$ cat src/rtl/gru_cell_pkg.sv
// gru_cell_pkg: shared Q-format constants, saturation helpers and GRU cell state encoding
package gru_cell_pkg;
    localparam int FRAC_BITS = 16;
    localparam logic signed [31:0] ONE     = 32'sh0001_0000;
    localparam logic signed [31:0] HALF    = 32'sh0000_8000;
    localparam logic signed [31:0] MAX_POS = 32'sh7FFF_FFFF;
    localparam logic signed [31:0] MAX_NEG = 32'sh8000_0000;
    typedef logic signed [127:0] wide_t;
    localparam logic [2:0] S_IDLE  = 3'd0;
    localparam logic [2:0] S_MAC_R = 3'd1;
    localparam logic [2:0] S_MAC_Z = 3'd2;
    localparam logic [2:0] S_MAC_H = 3'd3;
    localparam logic [2:0] S_BLEND = 3'd4;
    localparam logic [2:0] S_DONE  = 3'd5;
    function automatic wide_t clamp(input wide_t v, input wide_t lo, input wide_t hi);
        return (v < lo) ? lo : (v > hi) ? hi : v;
    endfunction
    function automatic wide_t sat(input wide_t v, input int w);
        wide_t mx;
        mx = (wide_t'(1) <<< (w - 1)) - wide_t'(1);
        return clamp(v, -mx - wide_t'(1), mx);
    endfunction
endpackage

$ cat src/rtl/gru_cell_multiplier.sv
// multiplier: registered fixed-point multiply with start/done handshake and saturation
module multiplier #(
    parameter int DATA_WIDTH = 32,
    parameter int FRAC_BITS  = 16
) (
    input  logic                         clk,
    input  logic                         rst,
    input  logic                         start,
    output logic                         done,
    input  logic signed [DATA_WIDTH-1:0] w,
    input  logic signed [DATA_WIDTH-1:0] x,
    output logic signed [DATA_WIDTH-1:0] mult_result
);
    import gru_cell_pkg::*;
    localparam int DW = DATA_WIDTH;
    localparam logic [1:0] M_IDLE = 2'd0, M_MUL = 2'd1, M_RES = 2'd2, M_DONE = 2'd3;
    logic [1:0] st_q, st_d;
    logic signed [DW-1:0] w_q, w_d, x_q, x_d, res_q, res_d;
    logic signed [2*DW-1:0] prod_q, prod_d;
    logic done_q, done_d;
    always_comb begin
        st_d   = st_q;
        w_d    = w_q;
        x_d    = x_q;
        prod_d = prod_q;
        res_d  = res_q;
        done_d = done_q;
        if (st_q == M_IDLE && start) begin
            w_d  = w;
            x_d  = x;
            st_d = M_MUL;
        end
        if (st_q == M_MUL) begin
            prod_d = $signed({{DW{w_q[DW-1]}}, w_q}) * $signed({{DW{x_q[DW-1]}}, x_q});
            st_d   = M_RES;
        end
        if (st_q == M_RES) begin
            res_d  = DW'(sat(wide_t'(prod_q >>> FRAC_BITS), DW));
            done_d = 1'b1;
            st_d   = M_DONE;
        end
        if (st_q == M_DONE && !start) begin
            done_d = 1'b0;
            st_d   = M_IDLE;
        end
    end
    always_ff @(posedge clk) begin
        if (rst) begin
            st_q   <= M_IDLE;
            w_q    <= '0;
            x_q    <= '0;
            prod_q <= '0;
            res_q  <= '0;
            done_q <= 1'b0;
        end else begin
            st_q   <= st_d;
            w_q    <= w_d;
            x_q    <= x_d;
            prod_q <= prod_d;
            res_q  <= res_d;
            done_q <= done_d;
        end
    end
    assign done        = done_q;
    assign mult_result = res_q;
endmodule

$ cat src/rtl/gru_cell.sv
// gru_cell: one GRU hidden unit computed serially on a single shared multiplier
module gru_cell #(
    parameter int DATA_WIDTH     = 32,
    parameter int FRAC_BITS      = 16,
    parameter int GRU_UNITS      = 3,
    parameter int INPUT_FEATURES = 3,
    parameter int CELL_INDEX     = 0
) (
    input  logic                                   clk,
    input  logic                                   rst,
    input  logic                                   i_start_cell,
    output logic                                   o_done_cell,
    input  logic                                   i_computation_phase,
    input  logic [INPUT_FEATURES*DATA_WIDTH-1:0]   i_input_vector_flat,
    input  logic [GRU_UNITS*DATA_WIDTH-1:0]        i_prev_hidden_state_flat,
    input  logic [GRU_UNITS*DATA_WIDTH-1:0]        i_r_modified_hidden_flat,
    input  logic [INPUT_FEATURES*DATA_WIDTH-1:0]   i_Wr_flat,
    input  logic [INPUT_FEATURES*DATA_WIDTH-1:0]   i_Wz_flat,
    input  logic [INPUT_FEATURES*DATA_WIDTH-1:0]   i_Wh_flat,
    input  logic [GRU_UNITS*DATA_WIDTH-1:0]        i_Ur_flat,
    input  logic [GRU_UNITS*DATA_WIDTH-1:0]        i_Uz_flat,
    input  logic [GRU_UNITS*DATA_WIDTH-1:0]        i_Uh_flat,
    input  logic signed [DATA_WIDTH-1:0]           i_br,
    input  logic signed [DATA_WIDTH-1:0]           i_bz,
    input  logic signed [DATA_WIDTH-1:0]           i_bh,
    output logic signed [DATA_WIDTH-1:0]           o_new_hidden_state
);
    import gru_cell_pkg::*;
    localparam int DW = DATA_WIDTH;
    localparam int AW = DW + 8;
    localparam int N  = INPUT_FEATURES + GRU_UNITS;
    localparam int IW = $clog2(N + 1);
    localparam wide_t ONE_W  = wide_t'(1) <<< FRAC_BITS;
    localparam wide_t HALF_W = ONE_W >>> 1;
    logic [2:0] state_q, state_d;
    logic [IW-1:0] idx_q, idx_d;
    logic signed [AW-1:0] acc_q, acc_d, acc_sum;
    logic signed [DW-1:0] z_q, z_d, hc_q, hc_d, out_q, out_d;
    logic done_q, done_d, armed_q, armed_d;
    logic mult_start, mult_done, mac, last;
    logic signed [DW-1:0] mult_w, mult_x, mult_result, bias, h_cell, sig_v, tnh_v, blend_v;
    logic [INPUT_FEATURES*DW-1:0] w_row;
    logic [GRU_UNITS*DW-1:0] u_row, h_vec;
    wide_t dot;
    assign h_cell     = i_prev_hidden_state_flat[CELL_INDEX*DW +: DW];
    assign mac        = state_q inside {S_MAC_R, S_MAC_Z, S_MAC_H, S_BLEND};
    // start drops while done is seen so each product costs exactly four cycles
    assign mult_start = mac && !mult_done;
    always_comb begin
        w_row  = (state_q == S_MAC_R) ? i_Wr_flat : (state_q == S_MAC_Z) ? i_Wz_flat : i_Wh_flat;
        u_row  = (state_q == S_MAC_R) ? i_Ur_flat : (state_q == S_MAC_Z) ? i_Uz_flat : i_Uh_flat;
        h_vec  = (state_q == S_MAC_H) ? i_r_modified_hidden_flat : i_prev_hidden_state_flat;
        bias   = (state_q == S_MAC_R) ? i_br : (state_q == S_MAC_Z) ? i_bz : i_bh;
        mult_w = '0;
        mult_x = '0;
        for (int k = 0; k < INPUT_FEATURES; k++)
            if (idx_q == IW'(k)) begin
                mult_w = w_row[k*DW +: DW];
                mult_x = i_input_vector_flat[k*DW +: DW];
            end
        for (int j = 0; j < GRU_UNITS; j++)
            if (idx_q == IW'(INPUT_FEATURES + j)) begin
                mult_w = u_row[j*DW +: DW];
                mult_x = h_vec[j*DW +: DW];
            end
        if (state_q == S_BLEND) begin
            mult_w = (idx_q == '0) ? DW'(ONE_W - wide_t'(z_q)) : z_q;
            mult_x = (idx_q == '0) ? hc_q : h_cell;
        end
    end
    always_comb begin
        acc_sum = acc_q + AW'(mult_result);
        dot     = sat(wide_t'(acc_sum) + wide_t'(bias), DW);
        sig_v   = DW'(clamp((dot >>> 2) + HALF_W, wide_t'(0), ONE_W));
        tnh_v   = DW'(clamp(dot, -ONE_W, ONE_W));
        blend_v = DW'(sat(wide_t'(acc_sum), DW));
        last    = idx_q == ((state_q == S_BLEND) ? IW'(1) : IW'(N - 1));
        state_d = state_q;
        idx_d   = idx_q;
        acc_d   = acc_q;
        z_d     = z_q;
        hc_d    = hc_q;
        out_d   = out_q;
        done_d  = done_q;
        armed_d = armed_q | !i_start_cell;
        if (state_q == S_IDLE && i_start_cell && armed_q) begin
            state_d = i_computation_phase ? S_MAC_Z : S_MAC_R;
            idx_d   = '0;
            acc_d   = '0;
            armed_d = 1'b0;
        end
        if (mac && mult_done) begin
            acc_d = last ? '0 : acc_sum;
            idx_d = last ? '0 : idx_q + IW'(1);
            if (last) begin
                state_d = (state_q == S_MAC_Z) ? S_MAC_H : (state_q == S_MAC_H) ? S_BLEND : S_DONE;
                z_d     = (state_q == S_MAC_Z) ? sig_v : z_q;
                hc_d    = (state_q == S_MAC_H) ? tnh_v : hc_q;
                out_d   = (state_q == S_MAC_R) ? sig_v : (state_q == S_BLEND) ? blend_v : out_q;
                done_d  = state_q == S_MAC_R || state_q == S_BLEND;
            end
        end
        if (state_q == S_DONE && !i_start_cell) begin
            state_d = S_IDLE;
            done_d  = 1'b0;
        end
    end
    always_ff @(posedge clk) begin
        if (rst) begin
            state_q <= S_IDLE;
            idx_q   <= '0;
            acc_q   <= '0;
            z_q     <= '0;
            hc_q    <= '0;
            out_q   <= '0;
            done_q  <= 1'b0;
            armed_q <= 1'b0;
        end else begin
            state_q <= state_d;
            idx_q   <= idx_d;
            acc_q   <= acc_d;
            z_q     <= z_d;
            hc_q    <= hc_d;
            out_q   <= out_d;
            done_q  <= done_d;
            armed_q <= armed_d;
        end
    end
    multiplier #(.DATA_WIDTH(DW), .FRAC_BITS(FRAC_BITS)) u_mult (
        .clk(clk), .rst(rst), .start(mult_start), .done(mult_done),
        .w(mult_w), .x(mult_x), .mult_result(mult_result)
    );
    assign o_done_cell        = done_q;
    assign o_new_hidden_state = out_q;
endmodule

$ cat config.mk
export PLATFORM = sky130hd
export DESIGN_NAME = gru_cell
export DESIGN_NICKNAME = d
export VERILOG_FILES = /design/src/rtl/gru_cell_pkg.sv /design/src/rtl/gru_cell_multiplier.sv /design/src/rtl/gru_cell.sv
export SDC_FILE = /design/constraint.sdc
export NUM_CORES = 2
export LEC_CHECK = 0
export ABC_AREA = 1
export CAP_MARGIN = 20
export CORE_ASPECT_RATIO = 0.9
export CORE_MARGIN = 8
export CORE_UTILIZATION = 35
export CTS_BUF_LIST = sky130_fd_sc_hd__clkbuf_4
export CTS_CLUSTER_DIAMETER = 100
export DETAILED_ROUTE_END_ITERATION = 6
export PLACE_DENSITY = 0.57
export REMOVE_ABC_BUFFERS = 1
export SYNTH_ARGS = -nofsm -noshare
export SYNTH_HDL_FRONTEND = slang
export SYNTH_HIERARCHICAL = 1
export SYNTH_SLANG_ARGS = --single-unit
$ cat constraint.sdc
create_clock -name clk -period 10.6 [get_ports clk]
set_input_delay 1.06 -clock clk [delete_from_list [all_inputs] [get_ports clk]]
set_output_delay 1.06 -clock clk [all_outputs]
set_load 0.02 [all_outputs]
* Yosys cells after proc, flatten, opt, wreduce, memory -nomap -nowiden
Cells that the tools add are included.
** Storage, ports and cells
- Output and inout bits :: 33
- Input port bits :: 964
- Register bits after elaboration :: 307
** Cells by class
- Order comparisons :: 10
- Multiplexer cells :: 51
- $mul :: 1
- Bitwise operators :: 1
- $add $sub $neg :: 5
- Equal/unequal tests :: 14
- Reductions and logical operators :: 25
** Operator list (number)
- $mux W32 :: 28
- $mux W96 :: 5
- $mux W128 :: 2
- $gt A128 B18 Y1 const B :: 1
- $lt A128 B17 Y1 const B :: 1
- $add A126 B17 Y127 const B :: 1
- $gt A127 B18 Y1 const B :: 1
- $lt A127 B1 Y1 const B :: 1
- $mux W40 :: 3
- $mul A32 B32 Y64 :: 1
- $gt A48 B32 Y1 const B :: 1
- $lt A48 B32 Y1 const B :: 1
- $add A40 B32 Y41 :: 1
- $gt A41 B32 Y1 const B :: 1
- $lt A41 B32 Y1 const B :: 1
- $add A40 B32 Y40 :: 1
- $gt A40 B32 Y1 const B :: 1
- $lt A40 B32 Y1 const B :: 1
- $sub A18 B32 Y32 const A :: 1
- $mux W3 :: 8
- $eq A3 B2 Y1 const B :: 4
- $eq A3 B3 Y1 const B :: 4
- $reduce_and A3 Y1 :: 3
- $mux W2 :: 4
- 17 further kinds :: 31

* Depth between registers and ports, before layout
- Word-level depth :: 12
- Mapped depth :: 61
- Mapped depth without buffers :: 59

* Hierarchy
Netlist, hierarchy kept.
** Modules (own cells, without submodules)
- multiplier :: sequential area each 2942.8 um^2, cells each 5832, area an instance 44310.0 um^2, instances 1
- gru_cell :: sequential area each 2882.8 um^2, cells each 3933, area an instance 21812.2 um^2, instances 1

* Worst setup path after synthesis
Ideal clock, no wire load.
- Path kind :: reg-to-reg
- Start :: reg u_mult.w_q[31]
- End :: reg u_mult.prod_q[62]
- Stages on the path, launching flop included :: 31
- Data arrival time :: 7.751 ns
- Data required time :: 10.491 ns
- Period minus slack after synthesis :: 7.860 ns
- Path buffers :: 2
- Setup time :: 0.109 ns
- Slack :: 2.740 ns
- Path through :: dfxtp_1 -> clkbuf_1 -> clkbuf_1 -> nand2_1 -> inv_1 -> fa_1 -> inv_1 -> fa_1 -> inv_1 -> fa_1 -> fa_1 -> inv_1 -> fa_1 -> inv_1 -> fa_1 -> inv_1 -> fa_1 -> fa_1 -> inv_1 -> ha_1 -> nand2_1 -> nor2_1 -> inv_1 -> nor2_1 -> inv_1 -> nor4_1 -> nand2_1 -> nand3_1 -> nand3_1 -> nand2_1 -> inv_1
** Between the ends
- Longest elaborated chain between the ends :: 1
** Ends and longest elaborated chain
- start: declaration :: RTL line gru_cell_multiplier.sv:18 : logic signed [DW-1:0] w_q, w_d, x_q, x_d, res_q, res_d;
- start signal: assignment :: RTL line gru_cell_multiplier.sv:57 : w_q <= w_d;
- $mul A32 B32 Y64 :: RTL line gru_cell_multiplier.sv:34 : prod_d = $signed({{DW{w_q[DW-1]}}, w_q}) * $signed({{DW{x_q[DW-1]}}, x_q});
- end signal: assignment :: RTL line gru_cell_multiplier.sv:59 : prod_q <= prod_d;
- end: declaration :: RTL line gru_cell_multiplier.sv:19 : logic signed [2*DW-1:0] prod_q, prod_d;
Every way passes these cells.
A chain may end at the register's enable or synchronous reset.

* Final worst setup path
- Start :: reg state_q[1]
- End :: reg z_q[9]
** Between the ends
- Longest elaborated chain between the ends :: 11
** Ends and longest elaborated chain
- start: declaration :: RTL line gru_cell.sv:35 : logic [2:0] state_q, state_d;
- start signal: assignment :: RTL line gru_cell.sv:119 : state_q <= state_d;
- $eq A3 B2 Y1 :: RTL line gru_cell.sv:46, gru_cell.sv:53, gru_cell.sv:97
- $mux W32 (2 in series) :: RTL line gru_cell.sv:53 : bias = (state_q == S_MAC_R) ? i_br : (state_q == S_MAC_Z) ? i_bz : i_bh;
- $add A40 B32 Y41 :: RTL line gru_cell.sv:73 : dot = sat(wide_t'(acc_sum) + wide_t'(bias), DW);
- $gt A41 B32 Y1 :: RTL line gru_cell_pkg.sv:16 : return (v < lo) ? lo : (v > hi) ? hi : v;
- $mux W128 (2 in series) :: RTL line gru_cell_pkg.sv:16
- $add A126 B17 Y127 :: RTL line gru_cell.sv:74 : sig_v = DW'(clamp((dot >>> 2) + HALF_W, wide_t'(0), ONE_W));
- $gt A127 B18 Y1 :: RTL line gru_cell_pkg.sv:16
- $mux W32 (2 in series) :: RTL line gru_cell_pkg.sv:16
- end signal: assignment :: RTL line gru_cell.sv:122 : z_q <= z_d;
- end: declaration :: RTL line gru_cell.sv:38 : logic signed [DW-1:0] z_q, z_d, hc_q, hc_d, out_q, out_d;
Several ways; a longest one is shown, not always the timed one.

==> parameters.txt <==
Parameter                              Value

Outcome
  Outcome ... finished, final reports clean

Clock tree
  Cts-stage hold buffer count ... 0
  Library cell used as clock root buffer ... clkbuf_4
  Clock slew seen by the registers of the worst setup and hold paths ... 0.07 ns
  CTS tree ... done
  TritonCTS buffer count ... 94
  Number of sinks driven by the clock tree ... between 200 and 300
  Source-to-sink clock delay at the later pin of the worst-skew pair ... approximately 1.1 ns
  Worst-case clock buffer depth ... 3
  Setup Buffers After CTS ... 0
  Resized Gates After CTS ... 0
  Level count of the clock H-tree ... 3

Global routing
  Number of global-route vias before repair ... 69035
  Antenna violations before repair ... 60
  Wire length of the first global-routing pass ... approximately 460 mm
  Total overflow reported by the global router ... 0
  Maximum number of pins on one net before global-route repair ... 130
  Overall routing resource usage ... between 30% and 40%

Logic synthesis
  Cells after Synth ... 9765
  Proportion of synthesized area in mux cells ... 0.2422%
  Share of synthesized area occupied by flip-flops and latches ... roughly 8.8%
  Synth warn ... 6
  Seq cells post-synth ... a little under 300
  Synth Area per Inst ... 6.771 µm²
  Most common flop cell mapped by yosys ... dfxtp_1
  Xor and xnor fraction of the mapped netlist area ... ~1.4%
  Synthesized-area fraction occupied by ao, oa, aoi and oai cells ... 12.71%
  Number of synthesized flops with an enable pin ... 0
  Syn Std Cell Area ... roughly 0.066 mm²
  Synth Area in Adders ... 38.33%
  Proportion of synthesized flip-flops having asynchronous set or reset ... 0%
  Post-synthesis cell type count ... 65
  Synth Area in Simple Gates ... 23.15%
  Largest family of logic cells by synthesized area ... adder cells

Placement
  HPWL Detailed ... 264.9 mm
  Final weighted congestion in routability-driven placement ... ~1
  Count of buffers from port buffering ... between 900 and 1000
  DP Area ... 0.07842 mm²

Setup path
  Required time of the worst setup path ... 11.48 ns
  CP bufs+invs ... 7
  Peak fanout along the critical path ... 38
  Number of cells traversed by the worst register-to-register path ... 52
  Slowest stage cell, crit path ... or4_1
  Nature of the critical path startpoint ... register
  Levels on crit path ... 52
  Most used cell, CP ... nand2_1
  Worst Path Arrival ... 10.69 ns
  CP top delay family ... simple AND/OR/NAND/NOR gates
  Delay of the slowest critical-path stage ... 0.43 ns
  Classification of the worst setup path ... reg -> reg
  Kind of end point of the critical path ... register

Drt
  DRC marker count from the first detailed-route iteration ... 5474
  Average via count per standard cell ... 5.093
  Drt total wl ... 314.4 mm
  First-pass iteration count of the detailed router ... 6
  DRC ... 0
  Vias after detailed routing ... about 67000
  Number of nets with antenna violations after routing ... 0
  Routed len/inst ... 24.06 µm

Cells and area
  Layout Area Growth over Synthesis ... 20.47%
  Total non-filler cell area in the finished layout ... 0.07966 mm²
  Total area of multi-input combinational cells ... between 0.05 and 0.06 mm²
  Post-layout net count ... ~13000
  Filler cell count ... 19895
  FF+latch area ... between 0.005 and 0.006 mm²
  Post-layout util ... a little over two fifths
  Fraction of layout cells with a size suffix above 1 ... under 10%

Flow run
  Max cap viols ... 0

Min path
  Worst hold path depth ... 2
  Worst hold path type ... reg -> reg

Floorplan
  Core area ... 0.1880 mm²
  Die span in x ... 474.2 µm
  Ports ... 997
  Starting density of the core ... 35.17%
  DIE AREA ... 0.2031 mm²
  Vertical die dimension ... 428.3 µm
  Placement Rows ... 151

Pwr
  Portion of total power attributed to the clock network ... 14.8%
  Internal cell power ... ~3.7 mW
  Gate power share ... 66.6%
  Sequential fraction of design power ... a little under a fifth
  Sw Share ... 54.78%
  Power per unit of standard cell area ... 102.4 mW/mm²
  Switch Pwr ... 4.467 mW
  Leakage power ... 41.50 nW
  Worst IR drop on VDD ... about 0.000086 V

STA
  Maximum clock frequency ... a little over 100 MHz
  Setup violators final ... 0
  Final period demand of the worst path ... 9.814 ns
  Share of the cycle needed by the critical path after routing ... 92.59%
  Final worst clock skew ... 0.1587 ns
  Total count of hold-check failures in the final report ... 0
  Slew Limit Fails ... 0
  Worst hold margin ... 0.4662 ns
  Worst slew slack as a fraction of its limit ... 18.81%
  Least-Margin Pin Slew ... 1.213 ns
  RSZ-0062 raised after global routing ... no
[cells in the mapped netlist (16+ instances only)]
master,n,area share (%)
nand2_1,2280,13
inv_1,2087,12
fa_1,1083,33
nor2_1,863,4.9
o21ai_0,673,5.1
a21oi_1,616,4.7
clkbuf_1,523,3.0
nand3_1,337,2.6
ha_1,293,5.5
dfxtp_1,291,8.8
o211ai_1,139,1.6
xor2_1,67,0.89
nand4_1,66,0.62
or2_2,48,0.45
nor3_1,47,0.36
xnor2_1,38,0.50
nand2_2,27,0.26
a22oi_1,25,0.28
buf_1,22,0.12
nor4_1,21,0.20
mux2i_1,16,0.24
o21bai_1,16,0.18
[sequential cells by signal, indices dropped and copies added, names as in the netlist]
signal and flops:
o_done_cell 1, z_q 32, acc_q 40, u_mult/prod_q 48, hc_q 32, idx_q 3
u_mult/mult_result 32, u_mult/x_q 32, u_mult/w_q 32, u_mult/done 1, o_new_hidden_state 32, armed_q 1
u_mult/st_q 2, state_q 3
[area by class of cell]
type	count	area share, %
Clock inverter	38	0.2843
Timing Repair Buffer	1152	14.08
Sequential cell	291	7.335
Inverter	2112	9.976
Tap cell	2524	3.965
Clock buffer	124	1.169
Multi-Input combinational cell	6797	63.11
Antenna cell	28	0.08796
[through the flow]
step                setup WS [ns]  cells  TNS, ns  power, mW
floorplan                  -4.744   9200  -214.39      4.548
global placement           0.6818  12874        0      6.935
detailed placement         0.7921  12875        0      6.944
CTS                        0.7138  13037        0      8.206
global route              0.05265  13059        0      8.832
finish                     0.7859  13066        0      8.155
[logic make-up (layout without fill, tap and decap cells)]
kind of cell    Yosys count  after routing
compound gates         1549           1549
xor+xnor                106            106
buf+inv                2677           3426
mux                      16             16
flops                   291            291
other cells               0             28
fa+ha+maj              1376           1376
simple gates           3750           3750
[final timing paths]
path,from,endpoint,slack (ns)
max,state_q[1],z_q[9],0.79
min,z_q[20],z_q[20],0.47
max reg2reg,state_q[1],z_q[9],0.79
min reg2reg,z_q[20],z_q[20],0.47
[tightest hold or removal path, cell delays in order (launching register included)]
cell and delay (ns):
dfxtp_1 0.33, nand2_1 0.07, nor2_1 0.03
[power by group through the flow]
stage / registers [mW] / logic (mW) / clock network (mW)
detailed placement: 1.54 / 5.41 / 0
CTS: 1.52 / 5.44 / 1.25
floorplan: 1.55 / 3.00 / 0
global placement: 1.53 / 5.40 / 0
global route: 1.54 / 5.99 / 1.31
finish: 1.52 / 5.43 / 1.20
[metal layers]
layer	global-route usage, %	part of all wire [%]
met1	39.88	42
met2	48.28	45
met3	4.929	6.6
met4	14.37	5.7
met5	0	0.066
[cell usage in the layout (no fill, tap or decap), types with 277 or more instances in the layout]
cell type        instances
inv_1                 2081
o21ai_0                671
nand2_1               2274
nor2_1                 856
ha_1                   291
nand3_1                337
dfxtp_1                277
a21oi_1                614
clkdlybuf4s50_1        995
fa_1                  1083
Note: power is estimated with default switching activity, not from simulation.
